<file path="config.mk">
export PLATFORM = sky130hd
export DESIGN_NAME = vc_fifo
export DESIGN_NICKNAME = d
export VERILOG_FILES = /design/src/rtl/vc_pkg.sv /design/src/rtl/vc_fifo_mem.sv /design/src/rtl/vc_fifo.sv
export SDC_FILE = /design/constraint.sdc
export NUM_CORES = 1
export LEC_CHECK = 0
export CAP_MARGIN = 20
export CORE_UTILIZATION = 30
export DETAILED_ROUTE_END_ITERATION = 10
export REMOVE_ABC_BUFFERS = 1
export SLEW_MARGIN = 20
export SYNTH_ARGS = -nofsm -noshare
export SYNTH_HDL_FRONTEND = slang
export SYNTH_SLANG_ARGS = --single-unit
</file>
<file path="constraint.sdc">
create_clock -name clk -period 9.1 [get_ports clk]
set_clock_uncertainty 0.05 [all_clocks]
set_input_delay 0.91 -clock clk [delete_from_list [all_inputs] [get_ports clk]]
set_output_delay 0.91 -clock clk [all_outputs]
set_load 0.01 [all_outputs]
</file>
<file path="src/rtl/vc_pkg.sv">
// Shared constants for the per-channel FIFOs and the demux that feeds them.
package vc_pkg;

    localparam int DATA_WIDTH_DEFAULT = 6;
    localparam int ADDR_WIDTH_DEFAULT = 4;

    // Bit of each word that carries the virtual-channel identifier.
    localparam int VC_ID_BIT = 5;

    localparam int UMBRAL_AF_DEFAULT = 14;
    localparam int UMBRAL_AE_DEFAULT = 2;

endpackage

</file>
<file path="src/rtl/vc_fifo_mem.sv">
// DEPTH x DATA_WIDTH storage: synchronous write port, registered read port.
module vc_fifo_mem
    import vc_pkg::*;
#(
    parameter int DATA_WIDTH = DATA_WIDTH_DEFAULT,
    parameter int ADDR_WIDTH = ADDR_WIDTH_DEFAULT
) (
    input  logic                  clk,
    input  logic                  reset,
    input  logic                  we,
    input  logic [ADDR_WIDTH-1:0] waddr,
    input  logic [DATA_WIDTH-1:0] wdata,
    input  logic                  re,
    input  logic [ADDR_WIDTH-1:0] raddr,
    output logic [DATA_WIDTH-1:0] rdata
);

    logic [DATA_WIDTH-1:0] mem [2**ADDR_WIDTH];

    // Contents are never cleared; the pointers keep stale entries unreachable.
    always_ff @(posedge clk) begin
        if (we) begin
            mem[waddr] <= wdata;
        end
    end

    always_ff @(posedge clk) begin
        if (!reset) begin
            rdata <= '0;
        end else if (re) begin
            rdata <= mem[raddr];
        end
    end

endmodule

</file>
<file path="src/rtl/vc_fifo.sv">
// Per-virtual-channel FIFO: pointer, occupancy, threshold flags and sticky
// overflow tracking around a registered-read memory.
module vc_fifo
    import vc_pkg::*;
#(
    parameter int DATA_WIDTH = DATA_WIDTH_DEFAULT,
    parameter int ADDR_WIDTH = ADDR_WIDTH_DEFAULT
) (
    input  logic                  clk,
    input  logic                  reset,
    input  logic                  push,
    input  logic [DATA_WIDTH-1:0] data_in,
    input  logic                  pop,
    input  logic [ADDR_WIDTH:0]   umbral_almost_full,
    input  logic [ADDR_WIDTH:0]   umbral_almost_empty,
    output logic [DATA_WIDTH-1:0] data_out,
    output logic                  valid_out,
    output logic                  full,
    output logic                  empty,
    output logic                  almost_full,
    output logic                  almost_empty,
    output logic                  error
);

    localparam logic [ADDR_WIDTH:0] DEPTH_CNT = (ADDR_WIDTH+1)'(2**ADDR_WIDTH);

    logic [ADDR_WIDTH-1:0] wr_ptr;
    logic [ADDR_WIDTH-1:0] rd_ptr;
    logic [ADDR_WIDTH:0]   count;
    logic                  push_ok;
    logic                  pop_ok;

    // Handshake: push is accepted when !full, pop when !empty, both judged on
    // the registered count, so a word cannot be read in its write cycle and a
    // pop frees no room for a push in the same cycle. Rejected pushes set error.
    assign push_ok = push && !full;
    assign pop_ok  = pop && !empty;

    assign full         = (count == DEPTH_CNT);
    assign empty        = (count == '0);
    assign almost_full  = (count >= umbral_almost_full);
    assign almost_empty = (count <= umbral_almost_empty);

    always_ff @(posedge clk) begin
        if (!reset) begin
            wr_ptr    <= '0;
            rd_ptr    <= '0;
            count     <= '0;
            valid_out <= 1'b0;
            error     <= 1'b0;
        end else begin
            valid_out <= pop_ok;
            if (push_ok) begin
                wr_ptr <= wr_ptr + 1'b1;
            end
            if (pop_ok) begin
                rd_ptr <= rd_ptr + 1'b1;
            end
            case ({push_ok, pop_ok})
                2'b10:   count <= count + 1'b1;
                2'b01:   count <= count - 1'b1;
                default: count <= count;
            endcase
            if (push && full) begin
                error <= 1'b1;
            end
        end
    end

    vc_fifo_mem #(
        .DATA_WIDTH(DATA_WIDTH),
        .ADDR_WIDTH(ADDR_WIDTH)
    ) u_mem (
        .clk  (clk),
        .reset(reset),
        .we   (push_ok),
        .waddr(wr_ptr),
        .wdata(data_in),
        .re   (pop_ok),
        .raddr(rd_ptr),
        .rdata(data_out)
    );

endmodule

</file>
==> run_results.csv <==
group,metric,value,unit
drt,wire_per_inst,16.1,µm
setup_path,cpPeakStageDelay,0.57,ns
worst_hold_path,min_path_type,"flop to flop",
clock_network,cts.clk_slew.worst_paths,0.05,ns
timing,finalCriticalPeriod,3.97,ns
global_routing,grt_pass1_vias,2906,
setup_path,crit_path_end_kind,"output port",
timing,fin_crit_sh,43.7,%
yosys,synth_cells,360,
global_routing,gr-total-overflow,0,
clock_network,postCtsResizedCells,0,
timing,setup-violations-final,0,
cells_and_area,fill_cells,1537,
floorplanning,io_pins,32,
global_routing,antenna_found_initial,0,
cells_and_area,nets,434,
power_and_ir_drop,power.total,0.00162,W
power_and_ir_drop,power_density,265,nW/µm²
yosys,netlist_top_cells_count,"edfxtp_1 (96), mux2i_1 (49), o22ai_1 (25), dfxtp_1 (21), ha_1 (19)",
clock_network,cts_hold_buf,0,
clock_network,cts_root_buf,"clkbuf_16",
yosys,yosysMostFrequentCell,"edfxtp_1",
cells_and_area,n_antenna_cell,0,
worst_hold_path,min_from,"error$_SDFFE_PN0P_",
timing,drv_slew,0,
drt,drtPass1Iterations,4,
global_routing,grt_max_degree,51,
place,hpwl,6610,µm
floorplanning,initial_core_util,31.2,%
power_and_ir_drop,p_leak,2.00,nW
yosys,yosysSeqAreaShare,65.7,%
clock_network,clock_latency,0.41,ns
global_routing,grt_pass1_wl,16000,µm
setup_path,reg2reg_setup_slack,6.08,ns
yosys,synthArstFlopShare,0,%
yosys,synth-seq-cells,117,
cells_and_area,multi_input_area,1570,µm²
floorplanning,core-area,16100,µm²
setup_path,worst_ep_required_time,8.14,ns
setup_path,path_common_cell,"o21a_1",
drt,drt_first_iter_violations,246,
yosys,netlist_area,5020,µm²
setup_path,path_cells,"clkdlybuf4s50_1, inv_1, ha_1, nor2b_1, o21a_1, o21a_1, o21a_1, o22ai_1, clkdlybuf4s50_1",
setup_path,r2r_end,"count[4]$_SDFFE_PN0P_",
timing,rsz0062_at_grt,"false",
drt,drc,0,
setup_path,r2r_cells,10,
timing,max_slew.worst_pin.slew,1.03,ns
place,portBuffers,31,
clock_network,post_cts_buffers,0,
setup_path,crit_arrival,3.01,ns
setup_path,cp_top_family,"buffers and inverters",
cells_and_area,syn2layout_area_growth,21.3,%
clock_network,htree_levels,4,
flow_run,cap_violations,0,
yosys,synth.avg_cell_area,14.0,µm²
setup_path,r2r_start,"count[0]$_SDFFE_PN0P_",
global_routing,grtUsageTotal,12.5,%
drt,ant_nets,0,
drt,vias_per_cell,4.68,
timing,clock.fmax,0.252,GHz
clock_network,tritoncts.num_buffers,17,
setup_path,startpoint_type,"input port",
yosys,synth_edf_count,96,
setup_path,worstPathMaxFanout,2,
floorplanning,die-area,17300,µm²
timing,tns,0,ns
cells_and_area,layout-drive-gt1-share,9.09,%
place,gp_congestion,0.760,
yosys,synth_top_cell_by_area,"edfxtp_1",
timing,hold_viol,0,
power_and_ir_drop,vdd_drop_max,0.000138,V
floorplanning,dieWidth,131,µm
run_status,outcome,"finished, final reports clean",
setup_path,crit_slowest_cell,"clkdlybuf4s50_1",
worst_hold_path,min_delay_path_depth,2,
yosys,synthTopCellsByArea,"edfxtp_1 (57%), mux2i_1 (9.8%), dfxtp_1 (8.4%)",
clock_network,cts_tree,"built",
yosys,synthFlopType,"edfxtp_1",
clock_network,clock-sinks,117,
clock_network,clk_path_buf_depth,2,
worst_hold_path,hold-path-endpoint,"error$_SDFFE_PN0P_",
setup_path,cp_num_buf_inv,3,
cells_and_area,area.sequential,3300,µm²
drt,vias,2918,
yosys,synth_cell_types,36,
timing,slew_headroom,30.9,%
floorplanning,core.rowCount,46,
drt,wl,10000,µm
setup_path,path_class,"input port to output port",
yosys,ys_warn_count,0,
yosys,synth_top_area_share,57.4,%
floorplanning,die_h,131,µm
## report_power, final
part | total (W) | switching, W | internal, W
combinational | 0.000329 | 0.000175 | 0.000154
sequential | 0.000664 | 0.0000417 | 0.000622
clock | 0.000625 | 0.000227 | 0.000398
## sequential cells by signal (all words and copies together) (netlist names)
signal	count
count	5
error	1
rd_ptr	4
valid_out	1
u_mem.mem	96
u_mem.rdata	6
wr_ptr	4
## layout make-up
type / count / share of cell area (%)
clock inverters: 15 / 2.28
flip-flops and latches: 117 / 54.2
repair buffers: 32 / 5.21
inverters: 17 / 1.09
multi-input cells: 209 / 25.8
clock buffers: 17 / 6.98
well taps: 216 / 4.43
## through the flow
step                utilization [%]  hold WS, ns  std cells  setup slack, ns  cell area [µm²]
finish                         37.8        0.457        623             5.13             6100
global route                   37.8        0.498        623             5.04             6100
CTS                            37.8        0.467        623             5.11             6100
detailed placement             34.3        0.447        591             5.12             5530
global placement               34.3        0.435        591             5.19             5530
floorplan                         -        0.474        343             6.12             4940
## cells in the final DEF (no fill, tap or decap), types with 3 or more instances in the layout
cell,instances
dfxtp_1,20
xnor2_1,7
inv_1,16
a21oi_1,12
o22ai_1,25
clkbuf_16,17
clkdlybuf4s50_1,31
nor4_1,7
ha_1,19
clkinv_4,3
nand3b_1,3
o21a_1,3
nor2b_1,5
o21ai_0,11
nor3_1,4
edfxtp_1,96
clkinv_1,5
nand2b_1,4
mux2i_1,49
nor2_1,18
nand2_1,14
and2_1,12
## worst reg2reg max path: cells and delay by family, from the launching register on
family / cells / cell delay, ns
mux: 1 / 0.13
simple gates: 3 / 1.17
fa+ha+maj: 2 / 0.59
flops: 1 / 0.36
compound gates: 3 / 0.49
buf+inv: 1 / 0.12
## kinds of logic after synthesis
| logic type | count (synthesis) | share of synthesized area, % |
|---|---|---|
| mux | 49 | 9.76 |
| simple gates | 76 | 8.12 |
| flops | 117 | 65.7 |
| buf+inv | 34 | 2.96 |
| fa+ha+maj | 20 | 5.13 |
| xor+xnor | 9 | 1.57 |
| compound gates | 55 | 6.72 |
## worst max-delay path by stage
| stage | startpoint | end | slack (ns) | cells after the start |
|---|---|---|---|---|
| floorplan | umbral_almost_empty[1] | almost_empty | 6.12 | 7 |
| global placement | umbral_almost_empty[1] | almost_empty | 5.19 | 9 |
| detailed placement | umbral_almost_empty[1] | almost_empty | 5.12 | 9 |
| CTS | umbral_almost_empty[1] | almost_empty | 5.11 | 9 |
| global route | umbral_almost_empty[1] | almost_empty | 5.04 | 9 |
| finish | umbral_almost_empty[1] | almost_empty | 5.13 | 9 |
## metal layers
metal | GRT usage, % | vias up | share of wire [%]
met5 | 0 | - | 0
met4 | 5.81 | 0 | 1.8
met3 | 3.70 | 17 | 5.6
met2 | 19.5 | 71 | 48
met1 | 15.9 | 1415 | 45
li1 | - | 1415 | -
(Power assumes the default switching activity.)
